`config.mk`:
```
export PLATFORM = sky130hd
export DESIGN_NAME = mem_arbiter
export DESIGN_NICKNAME = d
export VERILOG_FILES = /design/src/rtl/mem_arbiter.sv
export SDC_FILE = /design/constraint.sdc
export NUM_CORES = 1
export LEC_CHECK = 0
export CORE_UTILIZATION = 21
export DETAILED_ROUTE_END_ITERATION = 8
export GPL_TIMING_DRIVEN = 0
export HOLD_SLACK_MARGIN = 0.03
export PLACE_DENSITY = 0.81
export REMOVE_ABC_BUFFERS = 1
export SYNTH_ARGS = -nofsm -noshare
export SYNTH_HDL_FRONTEND = slang
export SYNTH_SLANG_ARGS = --single-unit
```
`constraint.sdc`:
```
create_clock -name clk -period 1.7 [get_ports clk]
set_input_delay 0.255 -clock clk [delete_from_list [all_inputs] [get_ports clk]]
set_output_delay 0.255 -clock clk [all_outputs]
set_load 0.1 [all_outputs]
```
`src/rtl/mem_arbiter.sv`:
```
// Two-port arbiter in front of a single-port memory: lock-aware round-robin grant,
// combinational memory drive and a READ_LATENCY-deep read-return pipeline.
module mem_arbiter #(
  parameter int ADDR_W       = 8,
  parameter int DATA_W       = 16,
  parameter int READ_LATENCY = 1
) (
  input  logic              clk,
  input  logic              reset,
  input  logic              req0,
  input  logic              we0,
  input  logic              lock0,
  input  logic [ADDR_W-1:0] addr0,
  input  logic [DATA_W-1:0] wdata0,
  input  logic              req1,
  input  logic              we1,
  input  logic              lock1,
  input  logic [ADDR_W-1:0] addr1,
  input  logic [DATA_W-1:0] wdata1,
  output logic              gnt0,
  output logic              gnt1,
  output logic              rvalid0,
  output logic              rvalid1,
  output logic [DATA_W-1:0] rdata0,
  output logic [DATA_W-1:0] rdata1,
  output logic [ADDR_W-1:0] mem_address,
  output logic [DATA_W-1:0] mem_data_in,
  output logic              mem_wren,
  input  logic [DATA_W-1:0] mem_q,
  output logic              busy
);

  // Out-of-range latencies are clamped so the pipeline never degenerates.
  localparam int LAT = (READ_LATENCY < 1) ? 1 : ((READ_LATENCY > 3) ? 3 : READ_LATENCY);

  typedef enum logic [1:0] {
    ST_FREE  = 2'd0,
    ST_LOCK0 = 2'd1,
    ST_LOCK1 = 2'd2
  } lock_state_e;

  lock_state_e        lock_state_q, lock_state_d;
  logic               prio_q, prio_d;
  logic [LAT-1:0]     pipe_vld_q, pipe_vld_d;
  logic [LAT-1:0]     pipe_id_q, pipe_id_d;

  logic               grant_s;
  logic               win_s;
  logic               win_we_s;
  logic               win_lock_s;
  logic [ADDR_W-1:0]  win_addr_s;
  logic [DATA_W-1:0]  win_data_s;

  // Lock owner first, then a lone requester, then prio on contention.
  always_comb begin
    grant_s = 1'b0;
    win_s   = 1'b0;
    if (reset) begin
      grant_s = 1'b0;
      win_s   = 1'b0;
    end else if ((lock_state_q == ST_LOCK0) && req0) begin
      grant_s = 1'b1;
      win_s   = 1'b0;
    end else if ((lock_state_q == ST_LOCK1) && req1) begin
      grant_s = 1'b1;
      win_s   = 1'b1;
    end else if (req0 && req1) begin
      grant_s = 1'b1;
      win_s   = prio_q;
    end else if (req0) begin
      grant_s = 1'b1;
      win_s   = 1'b0;
    end else if (req1) begin
      grant_s = 1'b1;
      win_s   = 1'b1;
    end else begin
      grant_s = 1'b0;
      win_s   = 1'b0;
    end
  end

  always_comb begin
    win_we_s   = 1'b0;
    win_lock_s = 1'b0;
    win_addr_s = {ADDR_W{1'b0}};
    win_data_s = {DATA_W{1'b0}};
    if (grant_s) begin
      case (win_s)
        1'b0: begin
          win_we_s   = we0;
          win_lock_s = lock0;
          win_addr_s = addr0;
          win_data_s = wdata0;
        end
        1'b1: begin
          win_we_s   = we1;
          win_lock_s = lock1;
          win_addr_s = addr1;
          win_data_s = wdata1;
        end
        default: begin
          win_we_s   = 1'b0;
          win_lock_s = 1'b0;
          win_addr_s = {ADDR_W{1'b0}};
          win_data_s = {DATA_W{1'b0}};
        end
      endcase
    end else begin
      win_we_s   = 1'b0;
      win_lock_s = 1'b0;
      win_addr_s = {ADDR_W{1'b0}};
      win_data_s = {DATA_W{1'b0}};
    end
  end

  assign gnt0        = grant_s & ~win_s;
  assign gnt1        = grant_s &  win_s;
  assign mem_address = win_addr_s;
  assign mem_data_in = win_data_s;
  assign mem_wren    = win_we_s;

  // Any cycle without a grant means the owner (if any) dropped its request,
  // and an unlocked grant ends ownership, so both paths release the lock.
  always_comb begin
    prio_d       = prio_q;
    lock_state_d = lock_state_q;
    if (grant_s) begin
      if (win_lock_s) begin
        lock_state_d = win_s ? ST_LOCK1 : ST_LOCK0;
        prio_d       = prio_q;
      end else begin
        lock_state_d = ST_FREE;
        prio_d       = ~win_s;
      end
    end else begin
      lock_state_d = ST_FREE;
      prio_d       = prio_q;
    end
  end

  always_comb begin
    pipe_vld_d    = {LAT{1'b0}};
    pipe_id_d     = {LAT{1'b0}};
    pipe_vld_d[0] = grant_s & ~win_we_s;
    pipe_id_d[0]  = win_s;
    for (int i = 1; i < LAT; i++) begin
      pipe_vld_d[i] = pipe_vld_q[i-1];
      pipe_id_d[i]  = pipe_id_q[i-1];
    end
  end

  always_ff @(posedge clk) begin
    if (reset) begin
      prio_q       <= 1'b0;
      lock_state_q <= ST_FREE;
      pipe_vld_q   <= {LAT{1'b0}};
      pipe_id_q    <= {LAT{1'b0}};
    end else begin
      prio_q       <= prio_d;
      lock_state_q <= lock_state_d;
      pipe_vld_q   <= pipe_vld_d;
      pipe_id_q    <= pipe_id_d;
    end
  end

  assign rvalid0 = pipe_vld_q[LAT-1] & ~pipe_id_q[LAT-1];
  assign rvalid1 = pipe_vld_q[LAT-1] &  pipe_id_q[LAT-1];
  assign rdata0  = mem_q;
  assign rdata1  = mem_q;
  assign busy    = |pipe_vld_q;

endmodule

```
==> run_results.csv, run 1 <==
group,metric,value,unit
place,io_buffers,85,
floorplanning,die_height,62.3,um
yosys,syn_inst,88,
worst_setup_path,timing.rr.end,"prio_q",
flow_run,max_cap_viols,0,
drt,drt_first_iter_violations,22,
place,globalplace.congestion,0.679,
pwr,vdd.ir_drop.worst,0.321,mV
timing,max_freq,502,MHz
drt,first_pass_iters,6,
global_route,grt_max_degree,15,
clock_network,max-clock-path-buffers,2,
clock_network,ctsRootBufferMaster,"clkbuf_4",
final_layout,nets,228,
global_route,grt_overflow,0,
timing,rsz_0062_raised_after_global_routing,"true",
yosys,library_cells_used_by_synthesis,20,
min_path,hold_path.class,"primary input to register",
run_status,outcome,"finished with violations",
clock_network,worstSkewPairLatency,0.24,ns
place,detailed_placement_hpwl,2440,um
drt,final_antenna_net_count,0,
final_layout,area_growth,168,%
yosys,postSynthRegisterBits,5,
yosys,synth_top_area_cell,"buf_4",
floorplanning,ioPinCount,134,
timing,clock_period_minus_final_worst_setup_slack,1.99,ns
timing,skew,0.000275,ns
global_route,met2_usage,32.1,%
pwr,total_leakage_power,0.863,nW
final_layout,final_layout_size_suffix_gt1_share,49.0,%
yosys,synthTopCellsByArea,"buf_4, a22o_1, dfxtp_1, a22o_2, a311oi_4",
pwr,cellPowerDensity,574,mW/mm^2
min_path,min_delay_path_depth,3,
yosys,post-synth-top-area-fraction,31.4,%
floorplanning,row_count,21,
global_route,grt_use_met3,14.0,%
clock_network,cts_buffers,3,
drt,finalWirelength,4100,um
yosys,mappedNetlistArea,764,um^2
final_layout,post-route-cell-area,0.00205,mm^2
global_route,grt_first_pass_wirelength,5710,um
worst_setup_path,reg_to_reg_critical_path_startpoint,"lock_state_q[1]",
final_layout,number_of_diodes,0,
min_path,worstHoldStart,"reset",
timing,slew_headroom,37.4,%
timing,maxSlewViolCount,0,
clock_network,path_clk_slew,0.04,ns
timing,final_min_period_over_clock_period,117,%
worst_setup_path,critical_path_start_end_classification,"register to output pin",
yosys,syn_area_per_cell,8.69,um^2
worst_setup_path,ff2ff_setup_slack,0.28,ns
global_route,grt_most_used_layer,"met2",
drt,detail_route.vias_per_cell,4.89,
worst_setup_path,cp.arrival,1.74,ns
timing,timing_worst_slew_pin_value,0.943,ns
min_path,hold-path-endpoint,"pipe_id_q",
worst_setup_path,critPathLaunchType,"register",
final_layout,finalCoreUtilization,59.9,%
yosys,synth_sequential_area_ratio,13.1,%
floorplanning,fp.dieArea,0.00389,mm^2
global_route,antenna_found_initial,0,
drt,detail_route.drc_violations,0,
final_layout,num-fill-cells,284,
worst_setup_path,critPathCaptureType,"output pin",
clock_network,clock_sink_count,5,
worst_setup_path,critical_path_required_time,1.44,ns
yosys,yosysWarnings,0,
worst_setup_path,worst_r2r_path_depth,3,
global_route,grt_use_met1,20.1,%
place,placed_area,0.00140,mm^2
drt,vias,983,
global_route,grt_pass1_vias,1062,
drt,routed_wire_length_per_instance,20.4,um
timing,postLayoutSetupSlackWorst,-0.292,ns
timing,setup_violations,26,
worst_setup_path,timing.critical_path.fanout_max,6,
clock_network,cts_tree,"yes",
timing,timing.final.hold_violations,0,
floorplanning,floorplan.initialDensity,22.4,%
global_route,grtUsageTotal,19.8,%
run_status,violations,"setup timing",
clock_network,ctsHtreeMaxLevel,1,
floorplanning,core-area,0.00342,mm^2
floorplanning,floorplan.die.width,62.3,um
==> sequential cells by signal, indices dropped and copies added (netlist names) <==
register and flops:
pipe_id_q 1, prio_q 1, busy 1, lock_state_q 2
==> area by class of cell <==
type	count	area, um^2	share of cell area [%]
Clock buffer	4	26.3	1.28
Inverter	5	18.8	0.917
Multi-Input combinational cell	44	591	28.9
Sequential cell	5	104	5.07
Tap cell	46	57.6	2.81
Timing Repair Buffer	97	1250	61.1
==> cells in the final DEF, fill, tap and decap left out, types with 2 or more instances in the layout <==
master	count
buf_4	4
buf_12	27
a22o_2	2
nand2b_4	2
a22o_4	18
buf_6	6
inv_1	5
and2_1	3
dlygate4sd2_1	2
clkdlybuf4s50_1	52
a311oi_4	2
a22o_1	6
clkdlybuf4s15_2	3
buf_8	2
clkbuf_4	3
dfxtp_1	4
o2111a_2	3
==> synthesized netlist by cell type, drive strengths merged <==
master / n
nand2b: 2
buf: 36
and2b: 1
inv: 5
clkbuf: 1
a32o: 1
nand3b: 1
and3b: 1
or3b: 1
a22o: 26
dfxtp: 5
a311oi: 2
o2111a: 1
nand2: 1
and2: 3
nor2b: 1
==> worst max-delay path, cell delays in order (launching register included) <==
cell and delay (ns):
dfxtp_4 0.36, and3b_4 0.24, a311oi_4 0.23, buf_4 0.18, buf_12 0.11, a22o_1 0.18
buf_12 0.18
==> cells by family after synthesis <==
family	Yosys count	synth area share [%]
AND/OR/NAND/NOR	11	10.1
flip-flops	5	13.1
buffers and inverters	42	38.6
AO/OA/AOI/OAI	30	38.1
==> metal layers <==
| layer | part of all wire [%] | vias up |
|---|---|---|
| li1 | - | 437 |
| met1 | 39 | 441 |
| met2 | 46 | 99 |
| met3 | 14 | 4 |
| met4 | 0.27 | 2 |
| met5 | 0.88 | - |
==> what timing repair did <==
| item | 4_1_cts | 5_1_grt |
|---|---|---|
| gates cloned | 3 | 1 |
| endpoints found under the setup margin | 34 | 28 |
| gates resized for setup | 264 | 25 |
| hold buffers | 0 | 0 |
| pin swaps | 7 | 15 |
| buffers inserted | 8 | 4 |
==> through the flow <==
step / hold WS, ns / setup slack (ns) / power, mW / cells / setup TNS (ns)
floorplan: 0.370 / -1.51 / 0.574 / 51 / -40.25
global placement: 0.503 / -1.95 / 0.802 / 182 / -53.23
detailed placement: 0.511 / -2.04 / 0.809 / 182 / -56.27
CTS: 0.455 / -0.275 / 1.13 / 197 / -6.70
global route: 0.499 / -0.343 / 1.21 / 201 / -7.26
finish: 0.497 / -0.292 / 1.18 / 201 / -6.04
==> worst max-delay path by stage <==
stage | start | end | slack, ns | depth (start not counted)
final | lock_state_q[1] | mem_data_in[2] | -0.29 | 6
after global routing | lock_state_q[1] | mem_data_in[2] | -0.34 | 6
after floorplan | lock_state_q[1] | mem_address[5] | -1.51 | 3
after detailed placement | req0 | mem_data_in[0] | -2.04 | 5
after CTS | lock_state_q[1] | mem_address[3] | -0.28 | 6
after global placement | req0 | mem_data_in[6] | -1.95 | 5
==> power breakdown <==
| group | internal (mW) | leakage [nW] | switching (mW) | total, mW |
|---|---|---|---|---|
| Combinational | 0.394 | 0.806 | 0.512 | 0.907 |
| Clock | 0.0888 | 0.0150 | 0.0504 | 0.139 |
| Sequential | 0.124 | 0.0419 | 0.00543 | 0.129 |
| Total | 0.607 | 0.863 | 0.568 | 1.18 |
No activity file was read; power rests on OpenSTA's default activity.
==> run 2: changes to the inputs <==
CTS_CLUSTER_DIAMETER = 40   (was unset)
==> results of run 2 <==
The final DEF is identical to that of run 1; final timing and power are the same.
